<file path="src/rtl/scarv_soc_bram_bridge_pkg.sv">
// ---------------------------------------------------------------------------
// scarv_soc_bram_bridge_pkg
//
// Shared types and helpers for the BRAM bridge:
//   rsp_entry_t    - one buffered response {rdata, error}
//   RSP_W          - packed width of rsp_entry_t
//   addr_in_range  - byte-address window check against [base, base+size)
// ---------------------------------------------------------------------------
package scarv_soc_bram_bridge_pkg;

  localparam int RSP_W = 33;

  typedef struct packed {
    logic [31:0] rdata;
    logic        error;
  } rsp_entry_t;

  // Window check done in 33 bits so a BRAM mapped at the very top of the
  // address space cannot wrap its upper bound back to zero.
  function automatic logic addr_in_range(input logic [31:0] addr,
                                         input logic [31:0] base,
                                         input logic [32:0] size);
    logic [32:0] a;
    logic [32:0] lo;
    logic [32:0] hi;
    a  = {1'b0, addr};
    lo = {1'b0, base};
    hi = lo + size;
    return (a >= lo) && (a < hi);
  endfunction

endpackage

</file>
<file path="src/rtl/scarv_soc_bram_bridge_fifo.sv">
// ---------------------------------------------------------------------------
// scarv_soc_bram_bridge_fifo
//
// Small synchronous FIFO holding bridge responses. Head is presented
// combinationally on dout; pointers wrap modulo DEPTH (DEPTH need not be a
// power of two).
//
// Ports:
//   clk    in   clock
//   rst    in   synchronous active-high reset (empties the FIFO)
//   push   in   write din this cycle (ignored when full)
//   din    in   entry to write
//   pop    in   drop head this cycle (ignored when empty)
//   dout   out  head entry
//   count  out  number of stored entries
//   full   out  count == DEPTH
//   empty  out  count == 0
// ---------------------------------------------------------------------------
module scarv_soc_bram_bridge_fifo #(
  parameter int WIDTH = 33,
  parameter int DEPTH = 4,
  localparam int PW = (DEPTH > 1) ? $clog2(DEPTH) : 1,
  localparam int CW = $clog2(DEPTH + 1)
) (
  input  logic             clk,
  input  logic             rst,
  input  logic             push,
  input  logic [WIDTH-1:0] din,
  input  logic             pop,
  output logic [WIDTH-1:0] dout,
  output logic [CW-1:0]    count,
  output logic             full,
  output logic             empty
);

  logic [WIDTH-1:0] mem [DEPTH];
  logic [PW-1:0]    wr_ptr;
  logic [PW-1:0]    rd_ptr;
  logic             do_push;
  logic             do_pop;

  assign do_push = push && !full;
  assign do_pop  = pop && !empty;

  function automatic logic [PW-1:0] ptr_inc(input logic [PW-1:0] p);
    return (p == PW'(DEPTH - 1)) ? '0 : p + PW'(1);
  endfunction

  // Pointer and occupancy bookkeeping; a simultaneous push and pop leaves
  // the count unchanged.
  always_ff @(posedge clk) begin
    if (rst) begin
      wr_ptr <= '0;
      rd_ptr <= '0;
      count  <= '0;
    end else begin
      if (do_push) wr_ptr <= ptr_inc(wr_ptr);
      if (do_pop)  rd_ptr <= ptr_inc(rd_ptr);
      if (do_push && !do_pop)
        count <= count + CW'(1);
      else if (do_pop && !do_push)
        count <= count - CW'(1);
    end
  end

  // Storage needs no reset: entries are only visible once counted.
  always_ff @(posedge clk) begin
    if (do_push) mem[wr_ptr] <= din;
  end

  assign dout  = mem[rd_ptr];
  assign full  = (count == CW'(DEPTH));
  assign empty = (count == '0);

endmodule

</file>
<file path="src/rtl/scarv_soc_bram_bridge.sv">
// ---------------------------------------------------------------------------
// scarv_soc_bram_bridge
//
// Drives one port of the SoC dual-port BRAM from the valid/ready memory bus.
// Requests are range-checked and turned into BRAM strobes in the accept
// cycle; the read data comes back one cycle later and is pushed into a
// response FIFO so that a stalled consumer never loses it. Responses,
// including error responses, leave strictly in request order.
//
// Configuration macro:
//   SCARV_SOC_BRAM_BRIDGE_ALIGN_CHECK_EN - when defined, misaligned
//   addresses (req_addr[1:0] != 0) produce an error response and leave the
//   BRAM untouched. When undefined, the low bits go to the BRAM unchanged.
//
// Parameters:
//   DEPTH      BRAM size in bytes (power of two)
//   BASE       byte address of BRAM byte 0 (DEPTH-aligned)
//   WRITE_EN   0 makes the port read-only; writes then report an error
//   RSP_DEPTH  response FIFO entries (>= 2, >= 3 for full throughput)
//
// Ports:
//   clka, rsta               clock, synchronous active-high reset
//   req_valid/ready          request handshake
//   req_addr/wen/strb/wdata  request payload
//   rsp_valid/ready          response handshake
//   rsp_rdata/error          response payload (rdata is 0 for writes/errors)
//   bram_en/we/addr/din      BRAM port strobes
//   bram_dout                BRAM read data, valid the cycle after bram_en
// ---------------------------------------------------------------------------
module scarv_soc_bram_bridge
  import scarv_soc_bram_bridge_pkg::*;
#(
  parameter int          DEPTH     = 1024,
  parameter logic [31:0] BASE      = 32'h0000_0000,
  parameter int          WRITE_EN  = 1,
  parameter int          RSP_DEPTH = 4,
  localparam int         LW        = $clog2(DEPTH)
) (
  input  logic          clka,
  input  logic          rsta,
  input  logic          req_valid,
  output logic          req_ready,
  input  logic [31:0]   req_addr,
  input  logic          req_wen,
  input  logic [3:0]    req_strb,
  input  logic [31:0]   req_wdata,
  output logic          rsp_valid,
  input  logic          rsp_ready,
  output logic [31:0]   rsp_rdata,
  output logic          rsp_error,
  output logic          bram_en,
  output logic [3:0]    bram_we,
  output logic [LW-1:0] bram_addr,
  output logic [31:0]   bram_din,
  input  logic [31:0]   bram_dout
);

  localparam int CW = $clog2(RSP_DEPTH + 1);

  logic [CW-1:0]    fifo_count;
  logic             fifo_full;
  logic             fifo_empty;
  logic [RSP_W-1:0] head_bits;
  rsp_entry_t       head_entry;
  rsp_entry_t       push_entry;

  logic             inflight;
  logic             inflight_err;
  logic             inflight_wen;

  logic             fire;
  logic             align_ok;
  logic             write_ok;
  logic             access_ok;
  logic             pop;

  // A slot is reserved for every accepted request from acceptance until its
  // response is consumed, so the FIFO can never overflow. Only registered
  // state feeds this, never rsp_ready. The full term is implied by the sum
  // but keeps the FIFO status visible in the ready path.
  assign req_ready = !rsta && !fifo_full &&
                     ((32'(fifo_count) + 32'(inflight)) < 32'(RSP_DEPTH));
  assign fire      = req_valid && req_ready;

`ifdef SCARV_SOC_BRAM_BRIDGE_ALIGN_CHECK_EN
  assign align_ok = (req_addr[1:0] == 2'b00);
`else
  assign align_ok = 1'b1;
`endif

  assign write_ok  = !req_wen || (WRITE_EN != 0);
  assign access_ok = addr_in_range(req_addr, BASE, 33'(DEPTH)) && align_ok && write_ok;

  // BRAM strobes are combinational in the accept cycle; a rejected request
  // never touches the BRAM. BASE is DEPTH-aligned, so the low LW bits of the
  // subtraction are all that matter.
  assign bram_en   = fire && access_ok;
  assign bram_we   = (bram_en && req_wen) ? req_strb : 4'b0000;
  assign bram_addr = req_addr[LW-1:0] - BASE[LW-1:0];
  assign bram_din  = req_wdata;

  // In-flight stage: remembers what the request one cycle ago was, so the
  // BRAM read data arriving now can be tagged correctly.
  always_ff @(posedge clka) begin
    if (rsta) begin
      inflight     <= 1'b0;
      inflight_err <= 1'b0;
      inflight_wen <= 1'b0;
    end else begin
      inflight     <= fire;
      inflight_err <= !access_ok;
      inflight_wen <= req_wen;
    end
  end

  // Only successful reads carry BRAM data; writes and errors return zero.
  always_comb begin
    push_entry       = '0;
    push_entry.error = inflight_err;
    if (!inflight_err && !inflight_wen)
      push_entry.rdata = bram_dout;
  end

  assign pop = rsp_valid && rsp_ready;

  scarv_soc_bram_bridge_fifo #(
    .WIDTH (RSP_W),
    .DEPTH (RSP_DEPTH)
  ) u_rsp_fifo (
    .clk   (clka),
    .rst   (rsta),
    .push  (inflight),
    .din   (push_entry),
    .pop   (pop),
    .dout  (head_bits),
    .count (fifo_count),
    .full  (fifo_full),
    .empty (fifo_empty)
  );

  // Head payload is forced to zero when nothing is buffered so the bus
  // never shows stale FIFO contents.
  assign head_entry = rsp_entry_t'(head_bits);
  assign rsp_valid  = !fifo_empty;
  assign rsp_rdata  = rsp_valid ? head_entry.rdata : 32'h0;
  assign rsp_error  = rsp_valid && head_entry.error;

endmodule

</file>
<file path="config.mk">
export PLATFORM = sky130hd
export DESIGN_NAME = scarv_soc_bram_bridge
export DESIGN_NICKNAME = d
export VERILOG_FILES = /design/src/rtl/scarv_soc_bram_bridge_pkg.sv /design/src/rtl/scarv_soc_bram_bridge_fifo.sv /design/src/rtl/scarv_soc_bram_bridge.sv
export SDC_FILE = /design/constraint.sdc
export NUM_CORES = 1
export LEC_CHECK = 0
export CAP_MARGIN = 15
export CORE_MARGIN = 1
export CORE_UTILIZATION = 25
export CTS_CLUSTER_DIAMETER = 150
export DETAILED_ROUTE_END_ITERATION = 10
export PLACE_DENSITY = 0.51
export SYNTH_ARGS = -nofsm -noshare
export SYNTH_HDL_FRONTEND = slang
export SYNTH_SLANG_ARGS = --single-unit
</file>
<file path="constraint.sdc">
create_clock -name clka -period 5.1 [get_ports clka]
set_input_delay 1.275 -clock clka [delete_from_list [all_inputs] [get_ports clka]]
set_output_delay 1.275 -clock clka [all_outputs]
set_load 0.005 [all_outputs]
</file>
## Word-level counts from Yosys, hierarchy flattened

Memory sizes are Yosys's and may differ from the RTL's. A register that Yosys moved wholly into a read port is not among the register bits.
Cells that the tools add are included.

- $add $sub $neg: 5
- Multiply operators: 0
- Div/mod/pow operators: 0
- $lt $le $gt $ge: 2
- Equal/unequal tests: 3
- Shift-type cells: 0
- Muxes and demuxes: 11
- Bitwise logic cells: 0
- Reductions and logical operators: 22

Operator list:

| cell | number |
|---|---|
| $mux W32 | 2 |
| $lt A32 B11 Y1 const B | 1 |
| $logic_and A1 B1 Y1 | 12 |
| $logic_not A1 Y1 | 8 |
| $mux W2 | 4 |
| $mux W3 | 2 |
| $add A2 B1 Y2 const B | 2 |
| $add A3 B1 Y4 | 1 |
| $eq A2 B2 Y1 const B | 2 |
| $lt A4 B3 Y1 const B | 1 |
| $mux W4 | 1 |
| $add A3 B1 Y3 const B | 1 |
| $eq A3 B3 Y1 const B | 1 |
| $logic_not A3 Y1 | 1 |
| $sub A3 B1 Y3 const B | 1 |
| $mux W1 | 2 |
| $reduce_bool A2 Y1 | 1 |

- Register bits: 10
- Bits in latches: 0
- RAM bits: 132
- ROM bits: 0
- Input port bits: 105
- Output and inout bits: 82
- Word-level logic and storage cells: 50
- Memories: 1

Memories:

| name | words | width | read ports | clocked after Yosys merged registers in | wr ports | line | source |
|---|---|---|---|---|---|---|---|
| u_rsp_fifo.mem | 4 | 33 | 1 | 1 | 1 | scarv_soc_bram_bridge_fifo.sv:36 | `logic [WIDTH-1:0] mem [DEPTH];` |

## Longest topological paths before layout

- Depth after elaboration: 8
- Mapped depth: 8
- Depth with buffers taken out: 8

## Modules after synthesis

A second synthesis with hierarchy kept.

- Cell total of the unflattened synthesis: 367
- Area total of the unflattened synthesis: 6256.0 um2

Modules (own cells, without submodules):

| module | times used | cells an instance | area an instance (um2) | seq. area each (um2) |
|---|---|---|---|---|
| scarv_soc_bram_bridge_fifo | 1 | 223 | 5248.8 | 4144.0 |
| scarv_soc_bram_bridge | 1 | 144 | 1007.2 | 60.1 |

## Worst setup path before layout

No wires, ideal clock.

- Path kind: input to output
- Start point: input port rsta
- End point: output port bram_en
- Arrival time: 2114 ps
- Data required time: 3825 ps
- Path slack: 1711 ps
- Stages on the path: 4
- Cell sequence: buf_2 -> a311oi_2 -> and2_1 -> nor3b_2

- Cells in the longest elaborated chain, start to end: 5

Ends and longest elaborated chain:

| what | line | source |
|---|---|---|
| start: declaration | scarv_soc_bram_bridge.sv:40 | `input logic rsta,` |
| $logic_not A1 Y1 | scarv_soc_bram_bridge.sv:81 | `assign req_ready = !rsta && !fifo_full &&` |
| $logic_and A1 B1 Y1 (2 in series) | scarv_soc_bram_bridge.sv:81 |  |
| via req_ready | scarv_soc_bram_bridge.sv:42 | `output logic req_ready,` |
| $logic_and A1 B1 Y1 | scarv_soc_bram_bridge.sv:83 | `assign fire = req_valid && req_ready;` |
| $logic_and A1 B1 Y1 | scarv_soc_bram_bridge.sv:97 | `assign bram_en = fire && access_ok;` |
| end: declaration | scarv_soc_bram_bridge.sv:51 | `output logic bram_en,` |

The timed path passes the listed nets, and every way through them passes these cells.

## Final worst setup path

- Start point: input port rsta
- End point: output port bram_en

- Cells in the longest elaborated chain, start to end: 5

Ends and longest elaborated chain:

| what | line |
|---|---|
| $logic_not A1 Y1 | scarv_soc_bram_bridge.sv:81 |
| $logic_and A1 B1 Y1 (2 in series) | scarv_soc_bram_bridge.sv:81 |
| $logic_and A1 B1 Y1 | scarv_soc_bram_bridge.sv:83 |
| $logic_and A1 B1 Y1 | scarv_soc_bram_bridge.sv:97 |

No other way between the ends.

==> results.py <==
metrics = {
    "pwr": {
        "vdd.ir_drop.worst_uv": 190,
        "power.share.clock": 0.322,
        "leakage_nw": 2.55,
        "p_seq_frac": 0.391,
        "power_switching_mw": 1.05,
        "finalPower_mw": 3.75,
        "ratio_of_total_power_to_cell_area_mw_per_mm2": 473,
        "comb_power_share": 0.287,
        "power.internal_mw": 2.70,
        "switching_share": 0.281,
    },
    "sta": {
        "max-slew-margin-rel": 0.284,
        "skew_ns": 0.00656,
        "worst_margin_slew_ns": 1.07,
        "unrepaired_setup_endpoints_after_global_routing": "no",
        "timing.final.setup_violations": 0,
        "report.final.slew_viol_count": 0,
        "fin_hold_ws_ns": 0.503,
        "hold_viol": 0,
        "setup-tns-final_ns": 0,
        "finalCriticalPeriod_ns": 4.52,
        "min_period_over_period": 0.886,
        "max_clock_freq_mhz": 221,
    },
    "drt": {
        "via_total_after_detailed_routing": 3223,
        "routed-wl-met2_mm": 6.53,
        "dr.max_layer_used": "met4",
        "dr_wl_met3_um": 797,
        "drtAntennaViolNets": 0,
        "avgRoutedWirePerCell_um": 17.1,
        "routed_wirelength_mm": 13.0,
        "drt-initial-drc-count": 136,
        "wl_met1_mm": 5.43,
        "remaining_drc_errors": 0,
        "first_pass_iters": 4,
        "post_drt_via_cell_ratio": 4.22,
    },
    "status": {
        "outcome": "finished, final reports clean",
    },
    "synthesis": {
        "synthCells": 360,
        "synth-main-ff-cell": "sky130_fd_sc_hd__edfxtp_1",
        "synth_edf_count": 132,
        "ys_warn_count": 0,
        "synth.area.top_cells": "sky130_fd_sc_hd__edfxtp_1 63%, sky130_fd_sc_hd__mux4_2 12%, sky130_fd_sc_hd__buf_4 5.1%",
        "most_common_cell_in_the_netlist": "sky130_fd_sc_hd__edfxtp_1",
        "postSynthRegisterBits": 144,
        "synthDominantAreaCellType": "sky130_fd_sc_hd__edfxtp_1",
        "asyncSetResetFlopFracSynth": 0,
        "yosysUniqueCellTypes": 32,
        "netlist.area_leader.share": 0.628,
        "syn-cell-area_mm2": 0.00631,
        "syn_area_per_cell_um2": 17.5,
        "post_synth_most_frequent_cells": "132 x sky130_fd_sc_hd__edfxtp_1, 43 x sky130_fd_sc_hd__buf_4, 37 x sky130_fd_sc_hd__and2_1, 33 x sky130_fd_sc_hd__mux4_2, 23 x sky130_fd_sc_hd__nor2b_1",
        "synth.yosys.seq_area_share": 0.666,
        "mappedNetlistNets": 472,
    },
    "clock_tree": {
        "htreeDepth": 4,
        "ctsLongestPathBuffers": 2,
        "postCtsSetupBuffers": 0,
        "worst_skew_pair.late_latency_ns": 0.42,
        "cts.sink_count": 144,
        "post_cts_resize_count": 0,
        "ctsHoldBuffers": 0,
        "worst_setup_hold_path_clk_slew_ns": 0.06,
        "clockRootBuffer": "sky130_fd_sc_hd__clkbuf_16",
        "clock_tree_from_tritoncts": "yes",
        "total_clock_buffers_created_by_cts": 17,
    },
    "setup_path": {
        "criticalPathCategory": "in2out",
        "timing.critical_path.to_type": "output port",
        "critical_path_peak_fanout": 10,
        "critPathRequiredTime_ns": 3.83,
        "timing.critical_path.from_type": "input port",
        "worst-endpoint-arrival_ns": 3.24,
    },
    "finish": {
        "stdcell_area_mm2": 0.00793,
        "insertedDiodeCount": 0,
        "num-nets-final": 539,
        "multi_input_area_mm2": 0.00167,
        "syn_to_final_growth_pct": 25.7,
        "final_layout_size_suffix_gt1_frac": 0.207,
        "num-fill-cells": 2442,
        "sequential_cell_area_mm2": 0.00421,
    },
    "floorplan": {
        "initial_utilization": 0.257,
        "dieWidth_um": 161,
        "io-pin-count": 187,
        "dieArea_mm2": 0.0259,
        "die_height_um": 161,
        "fp.coreArea_mm2": 0.0245,
        "placement_rows": 57,
    },
    "global_route": {
        "first_global_vias": 3649,
        "grt_pass1_wl_mm": 20.1,
        "global_route.usage.total": 0.107,
        "maximum_number_of_pins_on_one_net_before_global_route_repair": 34,
        "grt-ovfl-total": 0,
        "antenna_found_initial": 0,
    },
    "placement": {
        "global_placement_routability_congestion": 0.620,
        "dpl_cell_area_mm2": 0.00736,
        "post-dp-hpwl_mm": 7.77,
        "io_buffer_count": 102,
    },
    "flow_run": {
        "maxcap_viol_count": 0,
    },
    "hold_path": {
        "hold_path.class": "reg2reg",
    },
}
[cell usage in the layout, fill, tap and decap left out, drive strengths merged, types with 3 or more instances in the layout]
master / synthesis / layout
nor3: 5 / 5
nand4: 5 / 5
clkdlybuf4s50: 0 / 102
nor4: 5 / 5
ha: 6 / 6
mux4: 33 / 33
buf: 52 / 3
dfxtp: 12 / 12
clkbuf: 5 / 18
edfxtp: 132 / 132
clkinv: 0 / 4
o21ai: 3 / 3
inv: 5 / 12
nor2: 6 / 6
a21oi: 4 / 4
and2: 37 / 37
nor2b: 34 / 34
[worst max-delay path, stage by stage]
cell and delay, ns:
sky130_fd_sc_hd__clkdlybuf4s50_1 0.61, sky130_fd_sc_hd__a311oi_2 0.48, sky130_fd_sc_hd__and2_1 0.20, sky130_fd_sc_hd__nor3b_2 0.15
sky130_fd_sc_hd__clkdlybuf4s50_1 0.52
[flip-flops by register name (all words and copies together) (netlist names), named ones only]
signal,flops
inflight,1
inflight_err,1
inflight_wen,1
u_rsp_fifo.mem,132
u_rsp_fifo.count,3
u_rsp_fifo.wr_ptr,2
u_rsp_fifo.rd_ptr,2
[cell type report]
class,count,area share
Sequential cell,144,0.530
Multi-Input combinational cell,154,0.210
Clock inverter,14,0.0188
Timing Repair Buffer,105,0.133
Tap cell,324,0.0511
Inverter,5,0.00237
Clock buffer,18,0.0541
[power by group through the flow]
stage | sequential [mW] | combinational, mW | clock, mW
2_1_floorplan | 1.43 | 0.678 | 0
3_3_place_gp | 1.49 | 1.10 | 0
3_5_place_dp | 1.50 | 1.11 | 0
4_1_cts | 1.47 | 1.12 | 1.24
5_1_grt | 1.48 | 1.19 | 1.28
6_report | 1.47 | 1.08 | 1.21
[metal layers]
metal,track usage,up-vias
met3,0.0364,33
met1,0.121,1607
met2,0.181,123
met5,0,-
li1,-,1460
met4,0.0472,0
[cells by family after synthesis]
family | count (synthesis) | synth area share
DFF | 144 | 0.666
muxes | 35 | 0.121
buffers and inverters | 62 | 0.0724
and+or+nand+nor | 100 | 0.111
xor gates and xnor gates | 2 | 0.00278
AOI/OAI and AO/OA | 10 | 0.0115
adders and majority gates | 7 | 0.0151
[stage by stage]
| stage | instances | util | setup WS, ns |
|---|---|---|---|
| 3_5_place_dp | 732 | 0.300 | 0.600 |
| 5_1_grt | 764 | 0.323 | 0.433 |
| 2_1_floorplan | 360 | - | 1.71 |
| 4_1_cts | 764 | 0.323 | 0.572 |
| 6_report | 764 | 0.323 | 0.580 |
| 3_3_place_gp | 732 | 0.300 | 0.654 |
[final timing paths]
path,startpoint,end,slack [ns],cells past startpoint
setup reg to reg,u_rsp_fifo.count[0]$_SDFFE_PP0P_,u_rsp_fifo.count[2]$_SDFFE_PP0P_,2.79,8
setup / recovery,rsta,bram_en,0.58,5
hold / removal,u_rsp_fifo.rd_ptr[0]$_SDFFE_PP0P_,register,0.50,2
hold reg to reg,u_rsp_fifo.rd_ptr[0]$_SDFFE_PP0P_,register,0.50,2
(Power assumes the default switching activity.)
